==> src/rtl/exhaustive_vector_driver_if.sv <==
`default_nettype none
// ============================================================================
// Module      : exhaustive_vector_driver_if
// Description : Bundle of the control, DUT-response and result signals of the
//               exhaustive vector driver.
//               master : the driver (drives vec and results, reads controls)
//               slave  : the environment (drives start/abort/dut_out/exp_out)
//               Signals:
//                 start, abort          sweep control
//                 dut_out, exp_out      DUT response and golden response
//                 vec, vec_valid        current stimulus vector
//                 busy, done            sweep status
//                 err_count, first_fail_vec, first_fail_valid, signature
// Revision    : 1.0 - initial release
// ============================================================================
interface exhaustive_vector_driver_if #(
    parameter int N_IN  = 4,
    parameter int N_OUT = 3
);
    logic               start;
    logic               abort;
    logic [N_OUT-1:0]   dut_out;
    logic [N_OUT-1:0]   exp_out;
    logic [N_IN-1:0]    vec;
    logic               vec_valid;
    logic               busy;
    logic               done;
    logic [N_IN:0]      err_count;
    logic [N_IN-1:0]    first_fail_vec;
    logic               first_fail_valid;
    logic [15:0]        signature;

    modport master (
        input  start, abort, dut_out, exp_out,
        output vec, vec_valid, busy, done, err_count,
               first_fail_vec, first_fail_valid, signature
    );

    modport slave (
        output start, abort, dut_out, exp_out,
        input  vec, vec_valid, busy, done, err_count,
               first_fail_vec, first_fail_valid, signature
    );
endinterface
`default_nettype wire

==> src/rtl/exhaustive_vector_driver.sv <==
`default_nettype none
// ============================================================================
// Module      : exhaustive_vector_driver
// Description : Drives every N_IN-bit input combination of a combinational
//               DUT in ascending order, holding each vector SETTLE+1 cycles.
//               On the last cycle of each vector it compares dut_out against
//               exp_out, counts mismatching vectors, records the first
//               failing vector and folds dut_out into a 16-bit MISR.
// Ports       : clk  - rising-edge clock
//               rst  - asynchronous active-high reset
//               bus  - exhaustive_vector_driver_if.master (start, abort,
//                      dut_out, exp_out in; vec, vec_valid, busy, done,
//                      err_count, first_fail_vec, first_fail_valid,
//                      signature out)
// Revision    : 1.0 - initial release
// ============================================================================
module exhaustive_vector_driver #(
    parameter int N_IN   = 4,
    parameter int N_OUT  = 3,
    parameter int SETTLE = 1
) (
    input  wire                           clk,
    input  wire                           rst,
    exhaustive_vector_driver_if.master    bus
);

    localparam logic [1:0] c_IDLE   = 2'd0;
    localparam logic [1:0] c_HOLD   = 2'd1;
    localparam logic [1:0] c_SAMPLE = 2'd2;
    localparam logic [1:0] c_DONE   = 2'd3;

    localparam logic [3:0]    c_SETTLE  = 4'(SETTLE);
    localparam logic [3:0]    c_HOLD_LAST = 4'd1;
    localparam logic [N_IN-1:0] c_VEC_ONE = {{(N_IN-1){1'b0}}, 1'b1};
    localparam logic [N_IN-1:0] c_VEC_LAST = {N_IN{1'b1}};
    localparam logic [N_IN:0]   c_ERR_ONE = {{N_IN{1'b0}}, 1'b1};
    localparam logic [15:0]   c_POLY    = 16'h1021;

    logic [1:0]         r_state;
    logic [3:0]         r_hold;
    logic [N_IN-1:0]    r_vec;
    logic               r_vec_valid;
    logic               r_busy;
    logic               r_done;
    logic [N_IN:0]      r_err;
    logic [N_IN-1:0]    r_ffv;
    logic               r_ffvalid;
    logic [15:0]        r_sig;

    logic [15:0]        w_dut_ext;
    logic [15:0]        w_sig_next;
    logic               w_mismatch;
    logic               w_last;

    // dut_out is zero-extended into the low bits of the MISR input word.
    always_comb begin
        w_dut_ext                = '0;
        w_dut_ext[N_OUT-1:0]     = bus.dut_out;
        w_sig_next               = {r_sig[14:0], 1'b0}
                                 ^ (r_sig[15] ? c_POLY : 16'h0000)
                                 ^ w_dut_ext;
        w_mismatch               = (bus.dut_out != bus.exp_out);
        w_last                   = (r_vec == c_VEC_LAST);
    end

    always_ff @(posedge clk or posedge rst) begin
        if (rst) begin
            r_state     <= c_IDLE;
            r_hold      <= '0;
            r_vec       <= '0;
            r_vec_valid <= 1'b0;
            r_busy      <= 1'b0;
            r_done      <= 1'b0;
            r_err       <= '0;
            r_ffv       <= '0;
            r_ffvalid   <= 1'b0;
            r_sig       <= '0;
        end else begin
            case (r_state)
                c_IDLE, c_DONE: begin
                    // abort wins over start; in DONE it also drops done.
                    if (bus.abort) begin
                        r_state <= c_IDLE;
                        r_done  <= 1'b0;
                    end else if (bus.start) begin
                        r_state     <= c_HOLD;
                        r_hold      <= c_SETTLE;
                        r_vec       <= '0;
                        r_vec_valid <= 1'b1;
                        r_busy      <= 1'b1;
                        r_done      <= 1'b0;
                        r_err       <= '0;
                        r_ffv       <= '0;
                        r_ffvalid   <= 1'b0;
                        r_sig       <= '0;
                    end
                end

                c_HOLD: begin
                    if (bus.abort) begin
                        r_state     <= c_IDLE;
                        r_vec_valid <= 1'b0;
                        r_busy      <= 1'b0;
                        r_done      <= 1'b0;
                    end else if (r_hold == c_HOLD_LAST) begin
                        r_state <= c_SAMPLE;
                    end else begin
                        r_hold <= r_hold - c_HOLD_LAST;
                    end
                end

                c_SAMPLE: begin
                    // An abort here discards this vector's response entirely.
                    if (bus.abort) begin
                        r_state     <= c_IDLE;
                        r_vec_valid <= 1'b0;
                        r_busy      <= 1'b0;
                        r_done      <= 1'b0;
                    end else begin
                        r_sig <= w_sig_next;
                        if (w_mismatch) begin
                            r_err <= r_err + c_ERR_ONE;
                            if (!r_ffvalid) begin
                                r_ffv     <= r_vec;
                                r_ffvalid <= 1'b1;
                            end
                        end
                        if (w_last) begin
                            // vec keeps the final vector for inspection.
                            r_state     <= c_DONE;
                            r_vec_valid <= 1'b0;
                            r_busy      <= 1'b0;
                            r_done      <= 1'b1;
                        end else begin
                            r_state <= c_HOLD;
                            r_hold  <= c_SETTLE;
                            r_vec   <= r_vec + c_VEC_ONE;
                        end
                    end
                end

                default: begin
                    r_state <= c_IDLE;
                end
            endcase
        end
    end

    assign bus.vec              = r_vec;
    assign bus.vec_valid        = r_vec_valid;
    assign bus.busy             = r_busy;
    assign bus.done             = r_done;
    assign bus.err_count        = r_err;
    assign bus.first_fail_vec   = r_ffv;
    assign bus.first_fail_valid = r_ffvalid;
    assign bus.signature        = r_sig;

endmodule
`default_nettype wire

==> src/flat_wrapper.sv <==
// flat-port wrapper written by rule: the top's interface ports become plain ports
module exhaustive_vector_driver_flat 
#(
    parameter int N_IN   = 4,
    parameter int N_OUT  = 3,
    parameter int SETTLE = 1
)
  (clk, rst, bus_start, bus_abort, bus_dut_out, bus_exp_out, bus_vec, bus_vec_valid, bus_busy, bus_done, bus_err_count, bus_first_fail_vec, bus_first_fail_valid, bus_signature);
  exhaustive_vector_driver_if #(.N_IN(N_IN), .N_OUT(N_OUT)) bus_i ();
  input  wire clk;
  input  wire rst;
  input wire logic [$bits(bus_i.start)-1:0] bus_start;
  input wire logic [$bits(bus_i.abort)-1:0] bus_abort;
  input wire logic [$bits(bus_i.dut_out)-1:0] bus_dut_out;
  input wire logic [$bits(bus_i.exp_out)-1:0] bus_exp_out;
  output wire logic [$bits(bus_i.vec)-1:0] bus_vec;
  output wire logic [$bits(bus_i.vec_valid)-1:0] bus_vec_valid;
  output wire logic [$bits(bus_i.busy)-1:0] bus_busy;
  output wire logic [$bits(bus_i.done)-1:0] bus_done;
  output wire logic [$bits(bus_i.err_count)-1:0] bus_err_count;
  output wire logic [$bits(bus_i.first_fail_vec)-1:0] bus_first_fail_vec;
  output wire logic [$bits(bus_i.first_fail_valid)-1:0] bus_first_fail_valid;
  output wire logic [$bits(bus_i.signature)-1:0] bus_signature;
  assign bus_i.start = bus_start;
  assign bus_i.abort = bus_abort;
  assign bus_i.dut_out = bus_dut_out;
  assign bus_i.exp_out = bus_exp_out;
  assign bus_vec = bus_i.vec;
  assign bus_vec_valid = bus_i.vec_valid;
  assign bus_busy = bus_i.busy;
  assign bus_done = bus_i.done;
  assign bus_err_count = bus_i.err_count;
  assign bus_first_fail_vec = bus_i.first_fail_vec;
  assign bus_first_fail_valid = bus_i.first_fail_valid;
  assign bus_signature = bus_i.signature;
  exhaustive_vector_driver #(.N_IN(N_IN), .N_OUT(N_OUT), .SETTLE(SETTLE)) u_core (.clk(clk), .rst(rst), .bus(bus_i));
endmodule
==> config.mk <==
export PLATFORM = sky130hd
export DESIGN_NAME = exhaustive_vector_driver_flat
export DESIGN_NICKNAME = d
export VERILOG_FILES = /design/src/rtl/exhaustive_vector_driver_if.sv /design/src/rtl/exhaustive_vector_driver.sv /design/src/flat_wrapper.sv
export SDC_FILE = /design/constraint.sdc
export NUM_CORES = 1
export LEC_CHECK = 0
export ABC_AREA = 1
export BUFFER_PORTS_ARGS = -buffer_cell sky130_fd_sc_hd__buf_4
export CAP_MARGIN = 20
export CELL_PAD_IN_SITES_DETAIL_PLACEMENT = 1
export CELL_PAD_IN_SITES_GLOBAL_PLACEMENT = 1
export CORE_MARGIN = 5
export CORE_UTILIZATION = 39
export CTS_BUF_LIST = sky130_fd_sc_hd__clkbuf_4 sky130_fd_sc_hd__clkbuf_8 sky130_fd_sc_hd__clkbuf_16
export DETAILED_ROUTE_END_ITERATION = 7
export PLACE_DENSITY_LB_ADDON = 0.1
export SLEW_MARGIN = 20
export SYNTH_ARGS = -nofsm -noshare
export SYNTH_HDL_FRONTEND = slang
export SYNTH_SLANG_ARGS = --single-unit
export TNS_END_PERCENT = 1
==> constraint.sdc <==
create_clock -name clk -period 1.9 [get_ports clk]
set_clock_uncertainty 0.1 [all_clocks]
set_input_delay 0.285 -clock clk [delete_from_list [all_inputs] [get_ports clk]]
set_output_delay 0.285 -clock clk [all_outputs]
set_load 0.005 [all_outputs]
[Word level (Yosys, flattened, before mapping)]
Index checks and enable logic that the tools add are counted.
Storage, ports and cells
  memory bits (writable): 0
  output and inout port bits: 33
  memory bits (read-only): 0
  input bits: 10
  latch bits: 0
  memories kept: 0
  register bits after elaboration: 38
Operators by class
  $mul: 0
  add/sub/neg operators: 3
  magnitude comparators: 0
  shift-type cells: 0
  reduce and logical (&&, ||, !) cells: 11
  bitwise operators: 2
  equal/unequal tests: 18
  divide/modulo/power cells: 0
  mux-type cells: 48
Operators by type and width (count)
  $mux 4: 13
  $mux 16: 3
  $pmux 16 s2: 1
  $mux 5: 4
  $ne 2x2->1 const B: 8
  $pmux 4 s2: 2
  $xor 16x16->16: 1
  $xor 16x3->16: 1
  $mux 13: 1
  $mux 1: 12
  $mux 2: 6
  $pmux 4 s3: 1
  $reduce_and 6->1: 2
  $pmux 5 s2: 1
  $reduce_and 5->1: 2
  $reduce_and 4->1: 2
  $ne 3x2->1 const B: 2
  $pmux 1 s3: 2
  $pmux 2 s3: 1
  $add 5x1->5 const B: 1
  $add 4x1->4 const B: 1
  $eq 2x2->1 const B: 2
  $eq 4x1->1 const B: 1
  $eq 4x4->1 const B: 1
  other kinds (11): 11

[Depth between registers and ports, before layout]
Gate-level depths: netlist of run 1.
  depth after elaboration: 5
  gate-level depth with buffers: 10
  gate-level depth less buffers: 9

[Least setup slack after synthesis of run 1]
Ideal clock, no wire load.
  kind: flip-flop to flip-flop
  start point: register u_core.r_state[0]
  end point: register u_core.r_ffvalid, in the netlist u_core.bus.first_fail_valid
  cell stages (with the launch flop): 10
  data arrival time: 1.391 ns
  period minus slack after synthesis: 1.612 ns
  setup slack: 0.288 ns
  required time: 1.680 ns
  cells stage by stage: dfrtp_1 -> inv_1 -> ha_1 -> nand2_1 -> nand3_4 -> inv_2 -> nand2_2 -> buf_6 -> nand2_1 -> o21ai_2
Between the ends
  longest elaborated chain between the ends: 4
  elaborated cells between the ends (all ways): 11
  classes of those cells: eq/ne (6); mux (1); reduce/logical (4)
Ends and longest elaborated chain
  from (decl): RTL line exhaustive_vector_driver.sv:39  | logic [1:0] r_state;
  from (signal assigned): RTL line exhaustive_vector_driver.sv:68  | r_state <= c_IDLE;
  from (signal assigned): RTL line exhaustive_vector_driver.sv:83  | r_state <= c_IDLE;
  from (signal assigned): RTL line exhaustive_vector_driver.sv:86  | r_state <= c_HOLD;
  $eq 2x2->1 / $logic_not 2->1 (equally long branches): RTL line exhaustive_vector_driver.sv:79  | case (r_state)
  $reduce_or 2->1: RTL line exhaustive_vector_driver.sv:79
  $ne 2x2->1 (no line) / $reduce_bool 2->1 (equally long branches)
  $reduce_and 5->1 (no line)
  to (signal assigned): RTL line exhaustive_vector_driver.sv:76  | r_ffvalid <= 1'b0;
  to (signal assigned): RTL line exhaustive_vector_driver.sv:94  | r_ffvalid <= 1'b0;
  to (signal assigned): RTL line exhaustive_vector_driver.sv:125  | r_ffvalid <= 1'b1;
  to (decl): RTL line exhaustive_vector_driver.sv:47  | logic r_ffvalid;
Parallel ways exist; a longest one is shown, timed or not.
A chain may end at the register's enable or synchronous reset.

[Final worst setup path of run 1]
  start point: register u_core.r_state[1]
  end point: register u_core.r_err[1], in the netlist u_core.bus.err_count[1]
Between the ends
  longest elaborated chain between the ends: 4
  elaborated cells between the ends (all ways): 11
  classes of those cells: eq/ne (6); mux (1); reduce/logical (4)
Ends and longest elaborated chain
  $eq 2x2->1 / $logic_not 2->1 (equally long branches): RTL line exhaustive_vector_driver.sv:79
  $reduce_or 2->1: RTL line exhaustive_vector_driver.sv:79
  $ne 2x2->1 (no line) / $reduce_bool 2->1 (equally long branches)
  $reduce_and 5->1 (no line)
  to (signal assigned): RTL line exhaustive_vector_driver.sv:122  | r_err <= r_err + c_ERR_ONE;
  to (decl): RTL line exhaustive_vector_driver.sv:45  | logic [N_IN:0] r_err;
Parallel ways exist; a longest one is shown, timed or not.

==> impl_results.md, run 1 <==
* Diode count at 0
* Int Pwr at 1.53 mW
* Initial Util at 40.8%
* Io pins at 43
* Die Wd at 80.7 um
* Gr usage total at 17.3%
* Number of setup violations in the final report at 0
* Final WL at 4.88 mm
* CTS tree: done
* Critical Path RT at 1.97 ns
* Mean Syn Cell Area at 8.24 um^2
* HPWL after detailed placement at 3.70 mm
* Clock share of power at 24.2%
* Peak Freq at 573 MHz
* Row count at 25
* First-pass GRT wire length at 8.79 mm
* Detailed Routing Iterations Pass 1 at 4
* Post-synthesis async set-or-reset flop share at 100%
* Critical path class: register to register
* Synth cell types at 28
* Post-synth EDFFs at 0
* Area of the mapped netlist at 1950 um^2
* Final ANT Viol Nets at 0
* Drt first-iter violations at 61
* Comb power frac at 34.3%
* Largest net degree at the start of global routing at 39
* Die Area at 6520 um^2
* Cts hold-fix bufs at 0
* Largest fanout on the critical path at 12
* Sequential Power Share at 41.5%
* Via count at 1722
* Syn Nets at 253
* Gr ovfl total at 0
* Clock transition at path regs at 0.07 ns
* Leak at 1.28 nW
* Die Ht at 80.7 um
* Wire per inst at 13.7 um
* Vias in the first global route at 1842
* H-tree Lvls at 2
* CP Launch Type: register
* Actual slew at the worst max-slew pin at 0.495 ns
* PwrDens at 976 nW/um^2
* CP arrival at 1.82 ns
* Worst Hold Class: input pin to asynchronous set/reset pin
* Cell count after synthesis at 237
* DRC viols at 0
* Prevailing post-synth register cell: dfrtp_1
* Vias per inst at 4.85
* Root buf cell: clkbuf_8
* RSZ-0062 raised after global routing: true
* Warning count from the yosys run at 0
* Fin nets at 303
* Status: finished clean
* Synth Register Bits at 38
* Clk buf depth at 2
* Max-cap violations at 0
* Core Region at 4790 um^2
* Port buffer count at 42
* Hold Fails Final Rpt at 0
* Antenna violations before repair at 0
* TNS Setup at 0 ns
* Hold WS at 0.0142 ns
* Fin crit period at 1.74 ns
* Worst-skew pair later-pin latency at 0.29 ns
* Area growth, synth to finish at 26.6%
* Clock Sink Count at 38
* VDD IR-drop max at 0.000539 V
* Sequential-to-total area share from yosys stat at 48.7%
* Share of layout cells above drive strength 1 at 25.7%
* Slew HR at 67.0%
* Switching share of power at 36.4%
* Gpl congestion at 0.737
* CP endpoint kind: register
* P_sw at 879 uW
* Fin crit share at 91.8%
* Max-slew violation count at 0
* CTS buffer count at 5
==> power groups by stage <==
stage	registers, mW	clock network [mW]	logic, mW
2_1_floorplan	0.995	0	0.573
3_3_place_gp	1.01	0	0.793
3_5_place_dp	1.02	0	0.814
4_1_cts	1.00	0.604	0.819
5_1_grt	1.02	0.650	0.973
6_report	1.00	0.583	0.828
==> area by class of cell <==
type                    count  area (um^2)
multi-input cells         155          831
inverters                  38          143
fillers                   596         2310
clock buffers               7         90.1
flip-flops and latches     38          951
repair buffers             49          368
clock inverters             1         5.00
well taps                  67         83.8
==> worst paths after layout <==
| kind | start | endpoint | slack [ns] | cells past startpoint |
|---|---|---|---|---|
| worst max-delay path | u_core.r_state[1]$_DFFE_PP0P_ | u_core.bus.err_count[1]$_DFFE_PP0P_ | 0.16 | 8 |
| worst min-delay path | rst | u_core.bus.signature[2]$_DFFE_PP0P_ | 0.01 | 3 |
| worst max register to register | u_core.r_state[1]$_DFFE_PP0P_ | u_core.bus.err_count[1]$_DFFE_PP0P_ | 0.16 | 8 |
| worst min register to register | u_core.bus.first_fail_vec[1]$_DFFE_PP0P_ | u_core.bus.first_fail_vec[1]$_DFFE_PP0P_ | 0.38 | 2 |
| max in group asynchronous | rst | u_core.bus.signature[13]$_DFFE_PP0P_ | 1.34 | 3 |
| min in group clk | bus_dut_out[0] | u_core.bus.signature[0]$_DFFE_PP0P_ | 0.18 | 3 |
==> worst max-delay path, cell delays in order, from the launching register on <==
cell	delay (ns)
dfrtp_1	0.40
ha_2	0.36
inv_1	0.07
nand2_2	0.09
nand3_4	0.07
inv_2	0.14
nand2_2	0.21
nand2_1	0.13
o21ai_2	0.06
==> layer usage <==
| metal | routed length, um | up-vias | global-route usage, % | part of all wire [%] |
|---|---|---|---|---|
| met5 | 0 | - | 0 | 0 |
| met4 | 61 | 0 | 5.07 | 1.3 |
| met3 | 191 | 5 | 3.44 | 3.9 |
| met2 | 2400 | 30 | 29.7 | 49 |
| met1 | 2230 | 819 | 22.1 | 46 |
| li1 | - | 868 | - | - |
==> kinds of logic after synthesis <==
group | share of synthesized area (%)
AND/OR/NAND/NOR | 23.1
adder cells (fa/ha/maj) | 3.85
buffers and inverters | 9.36
XOR/XNOR | 0.898
AO/OA/AOI/OAI | 14.1
flip-flops | 48.7
==> flip-flops by register name, summed over array words and instances (netlist names) <==
register and count:
u_core.bus.done 1, u_core.bus.err_count 5, u_core.bus.first_fail_valid 1, u_core.bus.first_fail_vec 4, u_core.bus.signature 16, u_core.bus.vec 4
u_core.bus.vec_valid 1, u_core.r_hold 4, u_core.r_state 2
==> stage by stage <==
stage	utilization (%)	cell area (um^2)	cells	setup slack, ns	power, mW
2_1_floorplan	-	1950	237	0.288	1.57
3_3_place_gp	49.4	2360	347	0.172	1.80
3_5_place_dp	49.4	2360	347	0.108	1.83
4_1_cts	51.4	2460	355	0.0974	2.42
5_1_grt	51.6	2470	355	-0.0189	2.64
6_report	51.6	2470	355	0.156	2.41
==> cells in the mapped netlist (4+ instances only) <==
master / n / area, um^2
dfrtp_1: 38 / 951
inv_1: 36 / 135
nand3_1: 14 / 70.1
o211ai_1: 4 / 30.0
nand2_1: 65 / 244
a21oi_1: 5 / 25.0
nand4_1: 8 / 50.1
nor2_1: 10 / 37.5
o22ai_1: 8 / 50.1
o21ai_2: 6 / 52.6
o21ai_0: 14 / 70.1
ha_1: 6 / 75.1
==> what timing repair did <==
item / CTS / global route
gates resized for setup: 0 / 5
setup buffers: 0 / 0
hold endpoints to repair: 0 / 0
endpoints found under the setup margin: 0 / 22
==> placed cells by master (no fill, tap or decap), types with 5 or more instances in the layout <==
cell type	netlist	layout
nand2_1	65	63
buf_4	2	49
dfrtp_1	38	38
inv_1	36	36
nand3_1	14	14
o21ai_0	14	13
nor2_1	10	10
o22ai_1	8	8
nand4_1	8	8
o21ai_2	6	6
clkbuf_8	0	6
a21oi_1	5	5
ha_1	6	5
Power figures use the tool's default switching activity.
==> inputs of run 2 (changes only) <==
--- a/config.mk
+++ b/config.mk
@@ -10,6 +10,7 @@
 export CAP_MARGIN = 20
 export CELL_PAD_IN_SITES_DETAIL_PLACEMENT = 1
 export CELL_PAD_IN_SITES_GLOBAL_PLACEMENT = 1
+export CORE_ASPECT_RATIO = 1.4
 export CORE_MARGIN = 5
 export CORE_UTILIZATION = 39
 export CTS_BUF_LIST = sky130_fd_sc_hd__clkbuf_4 sky130_fd_sc_hd__clkbuf_8 sky130_fd_sc_hd__clkbuf_16
==> run 2 against run 1 <==
Effect of this change:
- die area rose by 0.31%
- sequential share of layout area rose by 0.18 points
- total power fell by 0.57%
- flip-flop and latch count did not move
- design area fell by 0.46%
- via count fell by 1.1%
==> impl_results.md, run 2 (synthesis results as in run 1) <==
* Vias per inst at 4.84 (-0.26%)
* Detailed Routing Iterations Pass 1 at 4 (unchanged)
* Fin crit share at 95.6% (+3.8 points)
* Worst-skew pair later-pin latency at 0.29 ns (about the same)
* Via count at 1703 (-1.1%)
* H-tree Lvls at 2 (unchanged)
* Hold WS at 0.0174 ns (+0.00317 ns)
* Worst path cell trace: inv_1 -> ha_1 -> nand2_1 -> nand3_4 -> inv_2 -> nand2_2 -> nand2_1 -> o21ai_2
* Number of setup violations in the final report at 0 (unchanged)
* Most common cell after layout, fill and taps aside: nand2_1
* PwrDens at 975 nW/um^2 (-0.12%)
* Initial Util at 40.3% (-0.47 points)
* Final WL at 4.69 mm (-3.9%)
* Fin crit period at 1.82 ns (+0.0727 ns)
* Diode count at 0 (unchanged)
* Die Wd at 69.8 um (-14%)
* Most used cell, CP: nand2_1
* Die Ht at 93.7 um (+16%)
* Io pins at 43 (unchanged)
* Critical path class: register to register
* Slowest cell on the critical path: dfrtp_1
* Drt first-iter violations at 37 (-39%)
* Comb power frac at 35.1% (+0.8 points)
* Storage cell area at 951 um^2 (unchanged)
* Sequential Power Share at 40.9% (-0.6 points)
* Antenna violations before repair at 0 (unchanged)
* Filler Cell Count at 619 (+3.9%)
* CP Launch Type: register
* Clk buf depth at 2 (unchanged)
* Final instance area at 2460 um^2 (-0.46%)
* Max-slew violation count at 0 (unchanged)
* Share of layout cells above drive strength 1 at 25.3% (-0.35 points)
* CTS buffer count at 5 (unchanged)
* Max reg flops at 16 (unchanged)
* Leak at 1.28 nW (about the same)
* Switching share of power at 36.0% (-0.42 points)
* Worst Hold Class: input pin to asynchronous set/reset pin
* Hold Fails Final Rpt at 0 (unchanged)
* Core Region at 4840 um^2 (+1.2%)
* Actual slew at the worst max-slew pin at 0.483 ns (-0.0120 ns)
* Largest fanout on the critical path at 12 (unchanged)
* Slew HR at 67.8% (+0.80 points)
* First-pass GRT wire length at 8.24 mm (-6.3%)
* Power, Total at 2.40 mW (-0.57%)
* Max stage delay on crit path at 0.36 ns (-0.04 ns)
* Largest net degree at the start of global routing at 39 (unchanged)
* Fin nets at 303 (unchanged)
* Gr usage total at 15.5% (-1.8 points)
* Placed Instance Area at 2360 um^2 (-0.16%)
* Clock share of power at 24.0% (-0.2 points)
* RSZ-0062 raised after global routing: true
* P_sw at 864 uW (-1.7%)
* CTS tree: done
* Area growth, synth to finish at 26.0%
* Port buffer count at 42 (unchanged)
* Vias in the first global route at 1813 (-1.6%)
* CP arrival at 1.89 ns (+0.07 ns)
* Row count at 30 (+20%)
* DRC viols at 0 (unchanged)
* Root buf cell: clkbuf_8
* Max-cap violations at 0 (unchanged)
* Gpl congestion at 0.769 (+4.3%)
* Cts hold-fix bufs at 0 (unchanged)
* Die Area at 6540 um^2 (+0.31%)
* VDD IR-drop max at 0.000564 V (+4.6%)
* Int Pwr at 1.53 mW (about the same)
* Status: finished clean
* Area of the multi-input gates at 823 um^2 (-0.90%)
* Peak Freq at 550 MHz (-4.0%)
* CP endpoint kind: register
* Critical Path RT at 1.97 ns (about the same)
* HPWL after detailed placement at 3.68 mm (-0.59%)
* Clock transition at path regs at 0.07 ns (about the same)
* Clock Sink Count at 38 (unchanged)
* Final ANT Viol Nets at 0 (unchanged)
* Wire per inst at 13.3 um (-3.1%)
* Gr ovfl total at 0 (unchanged)
* Most frequent cells in the layout: 64 x nand2_1, 49 x buf_4, 38 x dfrtp_1, 36 x inv_1
==> run 2: cell counts in the layout (fill, tap and decap cells not counted) <==
No cell type changed its count.
==> run 2: final timing paths <==
check                                                          from                                        to  slack [ns]  cells past startpoint
max                                   u_core.r_state[0]$_DFFE_PP0P_       u_core.bus.err_count[0]$_DFFE_PP0P_        0.08                      8
min                                                             rst             u_core.r_state[0]$_DFFE_PP0P_        0.02                      3
max reg2reg                           u_core.r_state[0]$_DFFE_PP0P_       u_core.bus.err_count[0]$_DFFE_PP0P_        0.08                      8
min reg2reg                u_core.bus.first_fail_vec[2]$_DFFE_PP0P_  u_core.bus.first_fail_vec[2]$_DFFE_PP0P_        0.38                      2
max in group asynchronous                                       rst             u_core.bus.vec[0]$_DFFE_PP0P_        1.35                      3
min in group clk                                     bus_dut_out[0]       u_core.bus.signature[0]$_DFFE_PP0P_        0.18                      3
==> run 2: stage by stage <==
step | cells | TNS (ns) | worst slack, ns | utilization, %
finish | 352 | 0 | 0.0834 | 50.8
global route | 352 | -0.813 | -0.0807 | 50.8
CTS | 352 | 0 | 0.0774 | 50.7
detailed placement | 344 | 0 | 0.0991 | 48.7
global placement | 344 | 0 | 0.139 | 48.7
floorplan | 237 | 0 | 0.288 | -
==> run 2: power groups by stage <==
stage | clock [mW] | combinational (mW) | sequential (mW)
after floorplan | 0 | 0.573 | 0.995
after global placement | 0 | 0.840 | 0.991
after detailed placement | 0 | 0.854 | 0.999
after CTS | 0.596 | 0.859 | 0.984
after global routing | 0.630 | 0.969 | 0.999
final | 0.577 | 0.841 | 0.981
==> run 2: layer usage <==
metal	up-vias	global-route usage [%]	part of all wire, %
met4	0	5.27	1.5
met5	-	0	0
met1	807	16.8	40
met3	5	3.00	3.0
met2	25	29.7	55
li1	866	-	-
==> run 2: timing repair <==
action	in CTS	in global routing
resized for setup	0	2
buffers inserted	0	0
setup endpoints to repair	0	27
==> run 2: critical path: cells and delay by family (launching register included) <==
kind	cells	cell delay, ns
and+or+nand+nor	4	0.63
DFF	1	0.36
adders and majority gates	1	0.34
buffers and inverters	2	0.20
AOI/OAI and AO/OA	1	0.06
==> run 2: final cells by class <==
| class | instances | area share, % |
|---|---|---|
| clock inverters | 1 | 0.203 |
| clock buffers | 7 | 3.66 |
| inverters | 38 | 5.80 |
| multi-input cells | 155 | 33.5 |
| well taps | 64 | 3.26 |
| flip-flops and latches | 38 | 38.7 |
| repair buffers | 49 | 15.0 |
==> inputs of run 3 (changes only) <==
==> constraint.sdc (replaced) <==
create_clock -name clk -period 1.9 [get_ports clk]
set_clock_uncertainty 0.1 [all_clocks]
set_input_delay 0.285 -clock clk [delete_from_list [all_inputs] [get_ports clk]]
set_output_delay 0.285 -clock clk [all_outputs]
set_load 0.1 [all_outputs]
==> run 3 against run 2 <==
Effect of this change:
- utilization up 1.3 points
- global-route usage up 1.0 points
- largest cell class unchanged
- the run now ends with negative hold slack left
- non-clock buffer count down 1
- setup slack better by 0.096 ns
- total power up 30%
- flip-flop and latch count unchanged
- register-to-register slack better by 0.096 ns
- design area up 2.6%
- cell count down 0.28%
- largest power group is now combinational cells
==> impl_results.md, run 3 (synthesis results as in run 1) <==
* Status: finished with violations
* Failing checks: negative hold slack
* Worst R2R Setup Slack at 0.18 ns (+0.10 ns)
* HPWL after detailed placement at 3.62 mm (-1.5%)
* Drt first-iter violations at 36 (-2.7%)
* Gpl congestion at 0.753 (-2.1%)
* CTS buffer count at 5 (unchanged)
* TNS Setup at 0 ns (unchanged)
* Reg2reg path depth at 8 (unchanged)
* Io pins at 43 (unchanged)
* FF-to-FF End: u_core.bus.vec[0]$_DFFE_PP0P_
* CP endpoint kind: register
* Filler Cell Count at 602 (-2.7%)
* Root buf cell: clkbuf_8
* Share of layout cells above drive strength 1 at 26.8% (+1.5 points)
* Final instance count without filler cells at 351 (-0.28%)
* Final WL at 4.84 mm (+3.3%)
* CP Launch Type: register
* Initial Util at 40.3% (unchanged)
* Leak at 1.30 nW (+0.93%)
* Most frequent cells in the layout: 62 x nand2_1, 47 x buf_4, 36 x inv_1, 36 x dfrtp_1
* Row count at 30 (unchanged)
* Die Area at 6540 um^2 (unchanged)
* Final core utilization at 52.1% (+1.3 points)
* Max stage delay on crit path at 0.36 ns (about the same)
* Final ANT Viol Nets at 0 (unchanged)
* Worst path cell trace: inv_1 -> ha_2 -> inv_1 -> nand2_2 -> nand3_4 -> nor2_2 -> o21ai_0 -> o21a_1
* Max-slew violation count at 0 (unchanged)
* Port buffer count at 42 (unchanged)
* Clk buf depth at 2 (unchanged)
* H-tree Lvls at 2 (unchanged)
* Antenna violations before repair at 0 (unchanged)
* CP arrival at 1.81 ns (-0.08 ns)
* Metal3 WL at 157 um (+12%)
* Number of setup violations in the final report at 0 (unchanged)
* Largest fanout on the critical path at 5 (-7)
* Max-cap violations at 0 (unchanged)
* Post-CTS setup buffer count at 0 (unchanged)
* Diode count at 0 (unchanged)
* Place WS at 0.106 ns (+0.00645 ns)
* Clock Sink Count at 38 (unchanged)
* DRC viols at 0 (unchanged)
* Met2 routed WL at 2.69 mm (+4.0%)
* Worst-skew pair later-pin latency at 0.29 ns (about the same)
* Vias per inst at 4.98 (+3.0%)
* Highest routed layer: met4
* Actual slew at the worst max-slew pin at 0.485 ns (+0.00232 ns)
* Core Region at 4840 um^2 (unchanged)
* Via count at 1749 (+2.7%)
* Slowest cell on the critical path: dfrtp_1
* Max reg flops at 16 (unchanged)
* DRT met1 WL at 1.94 mm (+2.9%)
* Post-cts resize count at 0 (unchanged)
* PwrDens at 1240 nW/um^2 (+27%)
* Worst Hold Class: input pin to asynchronous set/reset pin
* Gr usage total at 16.5% (+1.0 points)
* CTS tree: done
* Critical path class: register to register
* First-pass GRT wire length at 8.71 mm (+5.7%)
* Cts hold-fix bufs at 0 (unchanged)
* RSZ-0062 raised after global routing: true
* Vias in the first global route at 1871 (+3.2%)
* Die Wd at 69.8 um (unchanged)
* Slew HR at 67.7% (-0.15 points)
* Largest net degree at the start of global routing at 39 (unchanged)
* Most common cell after layout, fill and taps aside: nand2_1
* Most used cell, CP: inv_1
* Area growth, synth to finish at 29.4%
* Detailed Routing Iterations Pass 1 at 4 (unchanged)
* Fin crit share at 90.6% (-5.0 points)
* Clock transition at path regs at 0.08 ns (about the same)
* Placed Cells at 343 (-0.29%)
* Die Ht at 93.7 um (unchanged)
* Critical Path RT at 1.98 ns (about the same)
* VDD IR-drop max at 0.000716 V (+27%)
* RR Startpoint: u_core.r_state[0]$_DFFE_PP0P_
* Hold WS at -0.000664 ns (-0.0180 ns)
* Hold Fails Final Rpt at 1 (+1)
* Fin nets at 302 (-0.33%)
* Gr ovfl total at 0 (unchanged)
* Peak Freq at 581 MHz (+5.6%)
* Fin crit period at 1.72 ns (-0.0956 ns)
* Final worst slack at 0.179 ns (+0.0956 ns)
* Wire per inst at 13.8 um (+3.6%)
==> run 3: cell types whose count changed in the layout (fill, tap and decap cells not counted), sizes merged <==
cell,before,now
bufinv,0,2
buf,49,48
clkbuf,7,5
==> run 3: worst max-delay path, delay by kind of cell, from the launching register on <==
family | cells | cell delay, ns
AO/OA/AOI/OAI | 2 | 0.26
flip-flops | 1 | 0.36
buffers and inverters | 2 | 0.14
adder cells (fa/ha/maj) | 1 | 0.35
AND/OR/NAND/NOR | 3 | 0.39
==> run 3: how the worst max path moves through the flow <==
stage / from / endpoint / slack, ns
finish: u_core.r_state[0]$_DFFE_PP0P_ / u_core.bus.vec[0]$_DFFE_PP0P_ / 0.18
global placement: u_core.r_state[0]$_DFFE_PP0P_ / u_core.bus.first_fail_valid$_DFFE_PP0P_ / 0.16
floorplan: u_core.bus.err_count[0]$_DFFE_PP0P_ / u_core.bus.err_count[4]$_DFFE_PP0P_ / 0.01
global route: u_core.r_state[0]$_DFFE_PP0P_ / u_core.r_hold[2]$_DFFE_PP0P_ / -0.01
detailed placement: u_core.r_state[0]$_DFFE_PP0P_ / u_core.bus.err_count[2]$_DFFE_PP0P_ / 0.11
CTS: u_core.r_state[0]$_DFFE_PP0P_ / u_core.bus.err_count[2]$_DFFE_PP0P_ / 0.07
==> run 3: metrics by stage <==
stage / cell area [um^2] / total power [mW]
floorplan: 1950 / 1.99
global placement: 2370 / 2.28
detailed placement: 2370 / 2.29
CTS: 2500 / 3.14
global route: 2520 / 3.35
finish: 2520 / 3.12
==> run 3: final cells by class <==
class | instances | area (um^2) | share of cell area (%)
Clock inverter | 3 | 68.8 | 2.73
Tap cell | 64 | 80.1 | 3.17
Clock buffer | 5 | 68.8 | 2.73
Inverter | 38 | 145 | 5.75
Sequential cell | 38 | 953 | 37.8
Multi-Input combinational cell | 155 | 836 | 33.1
Timing Repair Buffer | 48 | 373 | 14.8
==> run 3: layer usage <==
metal  vias to the layer above  GRT usage (%)
met5                         -              0
met4                         0           4.31
met3                         5           3.75
met2                        24           31.4
met1                       857           18.4
li1                        863              -
==> run 3: where the power goes <==
part,switching (mW),leakage [nW],total (mW),internal (mW)
Sequential,0.0945,0.518,1.00,0.905
Combinational,0.944,0.709,1.29,0.350
Clock,0.301,0.0683,0.827,0.526
Total,1.34,1.30,3.12,1.78
